### src/rtl/clkdll_seq_pkg.sv
// Shared encodings and widths for the CLKDLL reset/lock sequencer.
package clkdll_seq_pkg;

   localparam int unsigned StateW         = 3;
   localparam int unsigned RetryW         = 4;
   localparam int unsigned LossW          = 8;
   localparam int unsigned LockTimeoutDef = 65535;
   localparam logic [LossW-1:0] LossSat   = 8'd255;

   typedef enum logic [StateW-1:0] {
      StIdle     = 3'd0,
      StHoldRst  = 3'd1,
      StWaitLock = 3'd2,
      StFilter   = 3'd3,
      StLocked   = 3'd4,
      StFailed   = 3'd5
   } state_e;

   // Bits needed to hold any count from 0 up to max_val.
   function automatic int unsigned cnt_width(input int unsigned max_val);
      return (max_val < 2) ? 1 : $clog2(max_val + 1);
   endfunction

endpackage

### src/rtl/clkdll_lock_seq_if.sv
// Control/status bundle between the sequencer and its CLKDLL / downstream logic.
interface clkdll_lock_seq_if;
   import clkdll_seq_pkg::*;

   logic              en;
   logic              dll_locked;
   logic              dll_rst;
   logic              ready;
   logic              fail;
   logic [RetryW-1:0] retry_cnt;
   logic [LossW-1:0]  loss_cnt;
   logic [StateW-1:0] state;

   modport master (
      input  en, dll_locked,
      output dll_rst, ready, fail, retry_cnt, loss_cnt, state
   );

   modport slave (
      output en, dll_locked,
      input  dll_rst, ready, fail, retry_cnt, loss_cnt, state
   );

endinterface

### src/rtl/clkdll_sync.sv
// Multi-flop synchronizer for a level signal from another clock domain; resets to 0.
module clkdll_sync #(
   parameter int unsigned SyncStages = 2
) (
   input  logic clk,
   input  logic rst_n,
   input  logic d,
   output logic q
);

   logic [SyncStages-1:0] ff_q;

   always_ff @(posedge clk or negedge rst_n) begin
      if (!rst_n) begin
         ff_q <= '0;
      end else begin
         ff_q[0] <= d;
         for (int i = 1; i < SyncStages; i++) begin
            ff_q[i] <= ff_q[i-1];
         end
      end
   end

   assign q = ff_q[SyncStages-1];

endmodule

### src/rtl/clkdll_lock_seq.sv
// Reset/lock sequencer for one CLKDLL: reset pulse, lock wait with timeout and retries,
// glitch-filtered lock/loss detection, registered READY/FAIL status.
module clkdll_lock_seq
   import clkdll_seq_pkg::*;
#(
   parameter int unsigned RstCycles   = 3,
   parameter int unsigned LockTimeout = LockTimeoutDef,
   parameter int unsigned LockFilter  = 4,
   parameter int unsigned MaxRetry    = 7,
   parameter int unsigned SyncStages  = 2
) (
   input logic                clk,
   input logic                rst_n,
   clkdll_lock_seq_if.master  bus
);

   localparam int unsigned TmoW  = cnt_width(LockTimeout);
   localparam int unsigned FiltW = cnt_width(LockFilter);
   localparam int unsigned HoldW = cnt_width(RstCycles);

   state_e            state_q, state_d;
   logic [TmoW-1:0]   tmo_q, tmo_d, tmo_inc;
   logic [FiltW-1:0]  filt_q, filt_d;
   logic [HoldW-1:0]  hold_q, hold_d;
   logic [RetryW-1:0] retry_q, retry_d;
   logic [LossW-1:0]  loss_q, loss_d;
   logic              dll_rst_q, dll_rst_d;
   logic              ready_q, ready_d;
   logic              fail_q, fail_d;
   logic              lk, timeout, expire;

   clkdll_sync #(
      .SyncStages (SyncStages)
   ) u_sync (
      .clk   (clk),
      .rst_n (rst_n),
      .d     (bus.dll_locked),
      .q     (lk)
   );

   // >= so a timer that ran past the limit while filtering still expires later.
   assign timeout = (tmo_q >= TmoW'(LockTimeout - 1));
   assign tmo_inc = (&tmo_q) ? tmo_q : tmo_q + 1'b1;

   always_comb begin
      state_d = state_q;
      tmo_d   = '0;
      filt_d  = '0;
      hold_d  = '0;
      retry_d = retry_q;
      loss_d  = loss_q;
      expire  = 1'b0;

      if (!bus.en) begin
         state_d = StIdle;
      end else begin
         unique case (state_q)
            StIdle: begin
               state_d = StHoldRst;
               retry_d = '0;
            end
            StHoldRst: begin
               hold_d = hold_q + 1'b1;
               if (hold_q == HoldW'(RstCycles - 1)) state_d = StWaitLock;
            end
            StWaitLock: begin
               tmo_d = tmo_inc;
               if (lk) begin
                  state_d = StFilter;
                  filt_d  = FiltW'(1);
               end else if (timeout) begin
                  expire = 1'b1;
               end
            end
            StFilter: begin
               tmo_d = tmo_inc;
               if (lk) begin
                  filt_d = filt_q + 1'b1;
                  if (filt_d == FiltW'(LockFilter)) begin
                     state_d = StLocked;
                     filt_d  = '0;
                  end
               end else if (timeout) begin
                  expire = 1'b1;
               end else begin
                  state_d = StWaitLock;
               end
            end
            StLocked: begin
               // filt counts consecutive unlocked cycles here.
               if (!lk) begin
                  filt_d = filt_q + 1'b1;
                  if (filt_d == FiltW'(LockFilter)) begin
                     state_d = StHoldRst;
                     filt_d  = '0;
                     if (loss_q != LossSat) loss_d = loss_q + 1'b1;
                  end
               end
            end
            StFailed: begin
               state_d = StFailed;
            end
            default: begin
               state_d = StIdle;
            end
         endcase

         if (expire) begin
            tmo_d = '0;
            if (retry_q == RetryW'(MaxRetry)) begin
               state_d = StFailed;
            end else begin
               retry_d = retry_q + 1'b1;
               state_d = StHoldRst;
            end
         end
         if (state_d == StLocked) retry_d = '0;
      end

      dll_rst_d = (state_d inside {StIdle, StHoldRst, StFailed});
      ready_d   = (state_d == StLocked);
      fail_d    = (state_d == StFailed);
   end

   always_ff @(posedge clk or negedge rst_n) begin
      if (!rst_n) begin
         state_q   <= StIdle;
         tmo_q     <= '0;
         filt_q    <= '0;
         hold_q    <= '0;
         retry_q   <= '0;
         loss_q    <= '0;
         dll_rst_q <= 1'b1;
         ready_q   <= 1'b0;
         fail_q    <= 1'b0;
      end else begin
         state_q   <= state_d;
         tmo_q     <= tmo_d;
         filt_q    <= filt_d;
         hold_q    <= hold_d;
         retry_q   <= retry_d;
         loss_q    <= loss_d;
         dll_rst_q <= dll_rst_d;
         ready_q   <= ready_d;
         fail_q    <= fail_d;
      end
   end

   assign bus.dll_rst   = dll_rst_q;
   assign bus.ready     = ready_q;
   assign bus.fail      = fail_q;
   assign bus.retry_cnt = retry_q;
   assign bus.loss_cnt  = loss_q;
   assign bus.state     = state_q;

endmodule

### src/flat_wrapper.sv
// flat-port wrapper written by rule: the top's interface ports become plain ports
module clkdll_lock_seq_flat import clkdll_seq_pkg::*;
#(
   parameter int unsigned RstCycles   = 3,
   parameter int unsigned LockTimeout = LockTimeoutDef,
   parameter int unsigned LockFilter  = 4,
   parameter int unsigned MaxRetry    = 7,
   parameter int unsigned SyncStages  = 2
)
  (clk, rst_n, bus_en, bus_dll_locked, bus_dll_rst, bus_ready, bus_fail, bus_retry_cnt, bus_loss_cnt, bus_state);
  clkdll_lock_seq_if bus_i ();
  input logic clk;
  input logic rst_n;
  input wire logic [$bits(bus_i.en)-1:0] bus_en;
  input wire logic [$bits(bus_i.dll_locked)-1:0] bus_dll_locked;
  output wire logic [$bits(bus_i.dll_rst)-1:0] bus_dll_rst;
  output wire logic [$bits(bus_i.ready)-1:0] bus_ready;
  output wire logic [$bits(bus_i.fail)-1:0] bus_fail;
  output wire logic [$bits(bus_i.retry_cnt)-1:0] bus_retry_cnt;
  output wire logic [$bits(bus_i.loss_cnt)-1:0] bus_loss_cnt;
  output wire logic [$bits(bus_i.state)-1:0] bus_state;
  assign bus_i.en = bus_en;
  assign bus_i.dll_locked = bus_dll_locked;
  assign bus_dll_rst = bus_i.dll_rst;
  assign bus_ready = bus_i.ready;
  assign bus_fail = bus_i.fail;
  assign bus_retry_cnt = bus_i.retry_cnt;
  assign bus_loss_cnt = bus_i.loss_cnt;
  assign bus_state = bus_i.state;
  clkdll_lock_seq #(.RstCycles(RstCycles), .LockTimeout(LockTimeout), .LockFilter(LockFilter), .MaxRetry(MaxRetry), .SyncStages(SyncStages)) u_core (.clk(clk), .rst_n(rst_n), .bus(bus_i));
endmodule
### config.mk
export PLATFORM = sky130hd
export DESIGN_NAME = clkdll_lock_seq_flat
export DESIGN_NICKNAME = d
export VERILOG_FILES = /design/src/rtl/clkdll_seq_pkg.sv /design/src/rtl/clkdll_lock_seq_if.sv /design/src/rtl/clkdll_sync.sv /design/src/rtl/clkdll_lock_seq.sv /design/src/flat_wrapper.sv
export SDC_FILE = /design/constraint.sdc
export NUM_CORES = 1
export LEC_CHECK = 0
export ABC_AREA = 0
export BUFFER_PORTS_ARGS = -buffer_cell sky130_fd_sc_hd__buf_2
export CAP_MARGIN = 25
export CORE_UTILIZATION = 63
export CTS_CLUSTER_DIAMETER = 150
export DETAILED_ROUTE_END_ITERATION = 12
export PLACE_DENSITY = 0.89
export SETUP_SLACK_MARGIN = 0.3
export SYNTH_ARGS = -nofsm -noshare
export SYNTH_HDL_FRONTEND = slang
export SYNTH_SLANG_ARGS = --single-unit
### constraint.sdc
create_clock -name clk -period 3.6 [get_ports clk]
set_input_delay 0.72 -clock clk [delete_from_list [all_inputs] [get_ports clk]]
set_output_delay 0.72 -clock clk [all_outputs]
set_load 0.02 [all_outputs]
==> reports/metrics.cfg, run 1 <==
[status]
status = completed

[synth]
async_reset_ff_share_pct = 100
yosys.area.top_type = dfrtp_1
synth-seq-cells = 41
synthTopCellsByArea = dfrtp_1, xnor2_1, nor2_1
avgSynthCellArea_um2 = 10.5
netlist_area_um2 = 2320
synth-edff-count = 0
yosys.area.top_type_share_pct = 43.1
synthCells = 221
yosysUniqueCellTypes = 57
ys.warnings.count = 0
synth_flop_cell = dfrtp_1
synth-seq-area-share_pct = 44.3
syn-num-nets = 232

[worst_setup_path]
cp.required_ps = 3810
crit_path_end_kind = register
critical_path.startpoint_type = register
reg2reg_depth = 5
reg2reg_to = u_core.bus.retry_cnt[1]
cp_max_fo = 14
critical_path_arrival_ps = 2340
cp-endpoint = u_core.bus.retry_cnt[1]
startpoint = u_core.tmo_q[8]
crit_type = reg -> reg
ff2ff_setup_slack_ps = 1480
r2r-start = u_core.tmo_q[8]

[finish]
nNetsFinal = 248
layout-drive-gt1-share_pct = 19.0
area_growth_pct = 7.82
fillers = 253
insertedDiodeCount = 0

[cts]
ctsRootBufferMaster = clkbuf_8
clk_latency_ps = 300
cts.clk_slew.worst_paths_ps = 80
clockBufferDepth = 2
cts_tree = done
cts-htree-levels = 2
post-cts-setup-buffer-count = 0
cts_resized = 0
clock_sinks = 41
cts_buffers = 5
hold_buffers = 0

[timing]
setup_viol = 0
hold_viol = 0
clock_skew_ps = 10.6
maxSlewHeadroom_pct = 42.1
rsz0062_at_grt = no
finalWorstSetupSlack_ps = 1480
fin_setup_tns_ps = 0
final-max-slew-violation-count = 0
fin_crit_sh_pct = 59.0
tightest_slew_ps = 869
fmax_mhz = 471
fin_crit_ps = 2120

[run]
max_cap_viol_count = 0

[die]
core.rowCount = 21
die_x_um = 62.7
die_y_um = 62.7
core_area_um2 = 3440
ios = 22
dieArea_um2 = 3930
initial_core_util_pct = 67.4

[global_routing]
grt_util_all_layers_pct = 25.6
grt_overflow = 0
grt_max_degree = 42
antenna_found_initial = 0
grt_pass1_wl_um = 7890
grt_pass1_vias = 1728

[placed_design]
post-place-ws_ps = 1530
port_buffers = 21
gp_congestion = 0.825
dp_hpwl_um = 2900

[worst_hold_path]
hp-class = reg -> reg

[power_and_ir_drop]
power_density_nw_per_um2 = 362
p_leak_nw = 1.07
ir_drop_mv = 0.295

[route]
dr_total_vias = 1740
finalWirelength_um = 4290
drc = 0
drtPass1Iterations = 5
avgRoutedWirePerCell_um = 15.2
dr.first_iter.drc_count = 182
viasPerCell = 6.15
antenna_violating_nets_post_route = 0

critical path, cell delays in order (launching register included):
cell and delay [ps]:
dfrtp_1 450, nand4_2 180, nor2_1 660, nand3_1 280
o32a_1 380, o21ai_0 80
area by class of cell:
class | count | area (um^2) | share of cell area [%]
Multi-Input combinational cell | 161 | 1180 | 47.2
Sequential cell | 41 | 1030 | 41.1
Timing Repair Buffer | 21 | 105 | 4.20
Clock buffer | 5 | 68.8 | 2.75
Tap cell | 46 | 57.6 | 2.30
Clock inverter | 2 | 35.0 | 1.40
Inverter | 7 | 26.3 | 1.05
cells in the mapped netlist (2+ instances only):
cell type  instances
nor3b_1            3
dfrtp_1           40
mux2i_1            2
inv_1              7
ha_1               7
nand2b_1           2
buf_6              4
nor4b_1            3
clkbuf_1           2
nor2b_1            6
and4_1             2
a41oi_1            3
xnor2_1           17
buf_2              5
a2111oi_0          3
o2111ai_1          2
a211oi_1           2
nand4_1            8
xor2_1             6
nor2_1            28
or2_2              2
nor4_1             2
a31oi_1            5
and3_1             4
nand2_1            8
a21oi_1            2
o21ai_0            7
nand3_1           10
logic make-up (layout without fill, tap and decap cells):
group,after synthesis,after routing,synth area share (%)
AND/OR/NAND/NOR,92,92,24.3
flip-flops,41,41,44.3
AO/OA/AOI/OAI,36,36,12.8
XOR/XNOR,23,23,8.68
buffers and inverters,19,35,4.80
adder cells (fa/ha/maj),7,7,3.78
multiplexers,3,3,1.35
power by group:
part,switching [mW],internal [mW],leakage (nW),total (mW)
Combinational,0.0399,0.0240,0.454,0.0639
Clock,0.152,0.201,0.0540,0.353
Sequential,0.0165,0.470,0.559,0.487
Total,0.208,0.696,1.07,0.904
registers in the layout, summed over array words and instances (netlist names):
| signal | cells |
|---|---|
| u_core.tmo_q | 16 |
| u_core.hold_q | 2 |
| u_core.bus.ready | 1 |
| u_core.bus.state | 3 |
| u_core.bus.fail | 1 |
| u_core.bus.retry_cnt | 4 |
| u_core.u_sync.ff_q | 2 |
| u_core.filt_q | 3 |
| u_core.bus.dll_rst | 1 |
| u_core.bus.loss_cnt | 8 |
placed cells by master, fill, tap and decap left out, drive strengths merged, types with 2 or more instances in the layout:
cell,synthesis,routed
a2111oi,3,3
a211oi,2,2
a21oi,2,2
a31oi,5,5
a41oi,3,3
and3,5,5
and4,3,3
buf,10,21
clkbuf,2,5
dfrtp,40,40
ha,7,7
inv,7,7
mux2i,2,2
nand2,8,8
nand2b,2,2
nand3,11,11
nand4,9,9
nor2,28,28
nor2b,6,6
nor3b,3,3
nor4,4,4
nor4b,4,4
o2111ai,2,2
o21ai,7,7
o311ai,2,2
or2,3,3
or2b,2,2
xnor2,17,17
xor2,6,6
per-layer routing:
layer	global-route usage (%)	vias up	part of all wire, %
met3	6.02	10	3.5
met2	41.6	45	47
met5	0	-	0
met1	32.8	853	47
li1	-	832	-
met4	10.5	0	2.2
metrics by stage:
step	instances	utilization, %	total power, mW	hold WS (ps)	area, um^2
floorplan	221	-	0.533	331	2320
global placement	276	69.6	0.557	335	2400
detailed placement	276	69.6	0.560	343	2400
CTS	283	72.7	0.912	360	2500
global route	283	72.7	0.939	387	2500
finish	283	72.7	0.904	357	2500
worst min path at each step:
stage | startpoint | endpoint | slack [ps] | cells after the start
floorplan | u_core.u_sync.ff_q[0] | u_core.u_sync.ff_q[1] | 330 | 0
global placement | u_core.u_sync.ff_q[0] | u_core.u_sync.ff_q[1] | 330 | 0
detailed placement | u_core.u_sync.ff_q[0] | u_core.u_sync.ff_q[1] | 340 | 0
CTS | u_core.u_sync.ff_q[0] | u_core.u_sync.ff_q[1] | 360 | 0
global route | u_core.u_sync.ff_q[0] | u_core.u_sync.ff_q[1] | 390 | 0
finish | u_core.u_sync.ff_q[0] | u_core.u_sync.ff_q[1] | 360 | 0
Power figures use the tool's default switching activity.
==> run 2, diff against run 1 <==
--- a/config.mk
+++ b/config.mk
@@ -5,13 +5,13 @@
 export SDC_FILE = /design/constraint.sdc
 export NUM_CORES = 1
 export LEC_CHECK = 0
-export ABC_AREA = 0
+export ABC_AREA = 1
 export BUFFER_PORTS_ARGS = -buffer_cell sky130_fd_sc_hd__buf_2
 export CAP_MARGIN = 25
-export CORE_UTILIZATION = 63
+export CORE_UTILIZATION = 59
 export CTS_CLUSTER_DIAMETER = 150
 export DETAILED_ROUTE_END_ITERATION = 12
-export PLACE_DENSITY = 0.89
+export PLACE_DENSITY = 0.84
 export SETUP_SLACK_MARGIN = 0.3
 export SYNTH_ARGS = -nofsm -noshare
 export SYNTH_HDL_FRONTEND = slang
==> constraint.sdc (replaced) <==
create_clock -name clk -period 2.2 [get_ports clk]
set_input_delay 0.44 -clock clk [delete_from_list [all_inputs] [get_ports clk]]
set_output_delay 0.44 -clock clk [all_outputs]
set_load 0.02 [all_outputs]
==> run 2 against run 1 <==
Compared with the run above: synthesized cell count increased by 38%; maximum frequency increased by 20%; final cell count increased by 35%; via count is 19% higher; power is 61% higher; clock power grew 76%; register-to-register slack got worse by 1100 ps; sequential share of layout area down 3.3 points; final area rose by 8.7%; critical path depth up 8; hold slack worse by 290 ps; critical path type unchanged.
==> reports/metrics.cfg, run 2 <==
[status]
status = completed

[worst_setup_path]
crit_chain = ha_1, inv_1, nand2_1, nand3_2, inv_1, nand3_2, nor2_2, nand2_4, nor2_4, nand2_1, nand2_1, inv_1, nor2_1
cp_max_fo = 6
cp_slowest_cell = dfrtp_1
critical_path_arrival_ps = 2010
crit_family = simple AND/OR/NAND/NOR gates
critPathMaxStageDelay_ps = 380
cp.required_ps = 2430
path_buf_inv = 3
crit_type = reg -> reg
crit_path_end_kind = register
critical_path.startpoint_type = register

[synth]
yosysUniqueCellTypes = 38
avgSynthCellArea_um2 = 7.96
syn-num-nets = 315
synth-edff-count = 0
netlist_area_um2 = 2420
yosys.area.top_type = dfrtp_1
synth_flop_cell = dfrtp_1
yosys.area.top_type_share_pct = 41.4
synthCells = 304
synthTopCellsByArea = dfrtp_1, nand2_1, nand3_1
synth-seq-cells = 41
ys.warnings.count = 0
async_reset_ff_share_pct = 100
yosysMostFrequentCell = nand2_1
synthTopCellsByCount = nand2_1, dfrtp_1, inv_1
synth-seq-area-share_pct = 42.5

[run]
max_cap_viol_count = 0

[global_routing]
use_met1_pct = 34.6
grt_util_met3_pct = 4.14
met2_usage_pct = 42.6
antenna_found_initial = 0
grt_pass1_wl_um = 8630
grt-busiest-layer = met2
grt_max_degree = 23
grt_pass1_vias = 1981
grt_overflow = 0
grt_util_all_layers_pct = 25.9

[finish]
layout_common_cells = nand2_1, dfrtp_1, inv_1
post-route-util_pct = 71.6
ff_latch_area_um2 = 1030
fillers = 296
nNetsFinal = 343
design_area_um2 = 2720
multi_input_area_um2 = 1240
insertedDiodeCount = 0
area_growth_pct = 12.4
regMostFlops = u_core.tmo_q
largest_register_ffs = 16
final_common_cell = nand2_1
layout-drive-gt1-share_pct = 21.6

[timing]
tightest_slew_ps = 456
fin_crit_sh_pct = 80.8
fmax_mhz = 563
fin_crit_ps = 1780
clock_skew_ps = 11.5
maxSlewHeadroom_pct = 69.5
fin_setup_tns_ps = 0
fin_hold_ws_ps = 70.8
setup_viol = 0
final-max-slew-violation-count = 0
hold_viol = 0
rsz0062_at_grt = yes

[die]
core_area_um2 = 3800
ios = 22
dieArea_um2 = 4360
initial_core_util_pct = 63.7
die_y_um = 66.0
core.rowCount = 22
die_x_um = 66.0

[power_and_ir_drop]
fin_total_pwr_mw = 1.45
p_leak_nw = 1.40
ir_drop_mv = 0.451
power_density_nw_per_um2 = 534

[route]
viasPerCell = 5.45
finalWirelength_um = 4870
dr_total_vias = 2077
drtPass1Iterations = 4
dr.first_iter.drc_count = 158
avgRoutedWirePerCell_um = 12.8
drc = 0
antenna_violating_nets_post_route = 0

[placed_design]
dp_hpwl_um = 3560
placed_cell_area_um2 = 2590
port_buffers = 21
gp_congestion = 0.883

[cts]
clk_latency_ps = 300
cts_tree = done
clock_sinks = 41
cts-htree-levels = 2
clockBufferDepth = 2
cts.clk_slew.worst_paths_ps = 90
ctsRootBufferMaster = clkbuf_8
cts_buffers = 5
hold_buffers = 0

[worst_hold_path]
hp-class = in -> async

## run 2: changes by cell type in the layout (fill, tap and decap cells not counted), sizes merged, moves of 4 or more
cell | before | now
a21oi | 2 | 11
a31oi | 5 | 1
and3 | 5 | 0
inv | 7 | 40
nand2 | 8 | 79
nand3 | 11 | 32
nor2 | 28 | 48
nor2b | 6 | 0
nor3 | 0 | 8
nor4b | 4 | 0
xnor2 | 17 | 3
## run 2: layout make-up
| cell class | count | share of cell area [%] |
|---|---|---|
| Clock buffer | 5 | 2.53 |
| Clock inverter | 3 | 1.70 |
| Inverter | 42 | 5.89 |
| Multi-Input combinational cell | 219 | 45.5 |
| Sequential cell | 41 | 37.8 |
| Tap cell | 48 | 2.21 |
| Timing Repair Buffer | 23 | 4.42 |
## run 2: metal layers
metal / up-vias / routed length [um]
li1: 1037 / -
met1: 975 / 2260
met2: 56 / 2300
met3: 9 / 244
met4: 0 / 66
met5: - / 0
## run 2: repair_timing
action	in CTS	in global routing
endpoints found under the setup margin	0	7
gates resized for setup	0	4
buffers inserted	0	0
## run 2: worst paths after layout
check	cells past startpoint	from	to	slack, ps
min	1	rst_n	u_core.tmo_q[13]	70
min in group clk	1	bus_dll_locked	u_core.u_sync.ff_q[0]	250
max reg2reg	13	u_core.filt_q[0]	u_core.bus.loss_cnt[4]	420
max	13	u_core.filt_q[0]	u_core.bus.loss_cnt[4]	420
max in group asynchronous	2	rst_n	u_core.bus.dll_rst	1520
min reg2reg	0	u_core.u_sync.ff_q[0]	u_core.u_sync.ff_q[1]	350
## run 2: per-stage QoR
stage | setup slack [ps] | cells
after floorplan | 631 | 304
after global placement | 466 | 373
after detailed placement | 439 | 373
after CTS | 396 | 381
after global routing | 235 | 381
final | 422 | 381
## run 2: logic make-up after synthesis
logic type	count (synthesis)	synth area share, %
compound gates	28	7.45
xor+xnor	7	2.53
fa+ha+maj	7	3.62
buf+inv	44	6.98
flops	41	42.5
simple gates	177	37.0
## run 2: worst reg2reg max path: stages, from the launching register on
cell and delay, ps:
dfrtp_1 380, ha_1 190, inv_1 50, nand2_1 130, nand3_2 120, inv_1 80, nand3_2 80, nor2_2 150
nand2_4 110, nor2_4 130, nand2_1 90, nand2_1 70, inv_1 40, nor2_1 80
## run 2: where the power goes
part | internal (mW) | switching [mW] | total [mW]
combinational | 0.0159 | 0.0511 | 0.0671
clock | 0.340 | 0.282 | 0.622
sequential | 0.759 | 0.00450 | 0.764
total | 1.11 | 0.338 | 1.45
==> run 3, diff against run 2 <==
==> constraint.sdc (replaced) <==
create_clock -name clk -period 1.8 [get_ports clk]
set_input_delay 0.36 -clock clk [delete_from_list [all_inputs] [get_ports clk]]
set_output_delay 0.36 -clock clk [all_outputs]
set_load 0.02 [all_outputs]
==> run 3 against run 2 <==
Compared with the run above: the flow now finishes with violations (hold timing); worst setup slack lost 380 ps; final area rose by 20%; hold slack worse by 71 ps; flip-flop and latch count stayed put; count of clock-buffer cells in the layout is the same; non-clock buffer count grew 35; highest routed layer unchanged; die area did not move; sequential share of layout area is 6.1 points lower; core utilization increased by 14 points; final cell count grew 9.4%; routed wire length grew 63%.
==> reports/metrics.cfg, run 3 (synthesis gave the netlist of run 2 again) <==
[global_routing]
antenna_found_initial = 0
grt_max_degree = 42
grt_overflow = 0
grt_pass1_wl_um = 11500
grt_pass1_vias = 2471
grt_util_all_layers_pct = 35.5

[timing]
setup_viol = 0
fin_hold_ws_ps = -0.196
rsz0062_at_grt = yes
final-max-slew-violation-count = 0
fmax_mhz = 568
hold_viol = 1
maxSlewHeadroom_pct = 79.9
clock_skew_ps = 20.2
fin_crit_sh_pct = 97.8
tightest_slew_ps = 299
fin_crit_ps = 1760

[worst_setup_path]
crit_type = reg -> reg
cp.required_ps = 2010
critical_path.startpoint_type = register
crit_path_end_kind = register
critical_path_arrival_ps = 1970
reg2reg_depth = 11
cp_max_fo = 4

[power_and_ir_drop]
p_sw_mw = 0.452
ir_drop_mv = 0.592
p_sw_share_pct = 24.8
power_density_nw_per_um2 = 561
p_leak_nw = 1.63
p_comb_share_pct = 5.8
internal-power_mw = 1.37
power_frac_seq_pct = 51.3
clkPwrFrac_pct = 42.9

[die]
ios = 22
die_x_um = 66.0
core.rowCount = 22
core_area_um2 = 3800
die_y_um = 66.0
initial_core_util_pct = 63.7
dieArea_um2 = 4360

[placed_design]
gp_congestion = 0.891
port_buffers = 21
dp_hpwl_um = 3680
placed_cell_area_um2 = 2630

[cts]
ctsRootBufferMaster = clkbuf_8
hold_buffers = 0
clk_latency_ps = 310
cts-htree-levels = 2
cts_tree = done
clockBufferDepth = 2
cts.clk_slew.worst_paths_ps = 100
clock_sinks = 41
cts_buffers = 5

[route]
avgRoutedWirePerCell_um = 19.0
dr_total_vias = 2595
finalWirelength_um = 7920
wl_met2_um = 3830
drc = 0
drtPass1Iterations = 7
route.met3.wl_um = 757
drt-met1-wl_um = 2930
maxUsedRoutingLayer = met4
dr.first_iter.drc_count = 334
antenna_violating_nets_post_route = 0
viasPerCell = 6.22

[finish]
post-route-util_pct = 85.6
area_growth_pct = 34.3
regMostFlops = u_core.tmo_q
layout_common_cells = nand2_1, dfrtp_1, inv_1
insertedDiodeCount = 0
fillers = 186
multi_input_area_um2 = 1450
ff_latch_area_um2 = 1030
final_common_cell = nand2_1
largest_register_ffs = 16
layout-drive-gt1-share_pct = 39.3
nNetsFinal = 379
design_area_um2 = 3250

[status]
status = finished with violations
violations = hold timing

[worst_hold_path]
hp-class = in -> async

[run]
max_cap_viol_count = 0

run 3: cell count changes in the layout (fill, tap and decap cells not counted), moves of 4 or more:
cell     before  now
a21oi_1       9    5
buf_4         2   28
buf_6         0    8
ha_1          7    3
inv_1        36   31
nand2_1      67   59
nand2_2       9   14
nand3_1      28   24
nor2_1       34   30
nor2_4        3    9
run 3: per-stage QoR:
stage | TNS (ps) | power, mW | setup slack (ps) | std cells | hold slack, ps
floorplan | 0 | 0.997 | 268 | 304 | 64.4
global placement | 0 | 1.04 | 133 | 375 | 336
detailed placement | 0 | 1.04 | 86.6 | 375 | 342
CTS | 0 | 1.80 | 203 | 411 | 19.5
global route | -113 | 1.87 | -35.2 | 417 | 20.7
finish | 0 | 1.82 | 38.8 | 417 | -0.196
run 3: what timing repair did:
action / in CTS / in global routing
pin swaps: 25 / 15
hold endpoints to repair: 0 / 0
resized for setup: 43 / 23
gates cloned: 1 / 0
endpoints found under the setup margin: 32 / 36
buffers inserted: 27 / 6
run 3: path summary, 6_finish.rpt:
path	from	endpoint	slack (ps)
max	u_core.tmo_q[0]	u_core.bus.retry_cnt[2]	40
min	rst_n	u_core.bus.retry_cnt[1]	-0.2
max reg2reg	u_core.tmo_q[0]	u_core.bus.retry_cnt[2]	40
min reg2reg	u_core.u_sync.ff_q[0]	u_core.u_sync.ff_q[1]	360
max in group asynchronous	rst_n	u_core.bus.dll_rst	1520
min in group clk	bus_dll_locked	u_core.u_sync.ff_q[0]	160
run 3: cell type report:
type                            count  share of cell area (%)
Sequential cell                    41                    31.7
Timing Repair Buffer               58                    13.1
Tap cell                           48                    1.85
Clock inverter                      3                    1.42
Clock buffer                        5                    2.12
Multi-Input combinational cell    220                    44.5
Inverter                           42                    5.35
run 3: power groups by stage:
stage          Combinational, mW  Clock (mW)  Sequential (mW)
6_report                   0.106       0.782            0.935
5_1_grt                    0.116       0.821            0.936
4_1_cts                   0.0972       0.772            0.934
3_5_place_dp              0.0867           0            0.952
3_3_place_gp              0.0851           0            0.951
2_1_floorplan             0.0428           0            0.954
run 3: critical path, cell delays in order, from the launching register on:
cell,delay (ps)
dfrtp_1,400
inv_2,110
ha_4,150
nor2_1,40
nor2_1,150
nand2_2,150
nor2_8,150
nand4_1,120
nand2_2,150
nand3_4,110
nand2_1,100
nand2_1,50
run 3: per-layer routing:
layer	track usage (%)	vias to the layer above
met3	7.93	53
met2	56.6	222
met5	0	-
met4	20.7	0
li1	-	1106
met1	43.9	1214
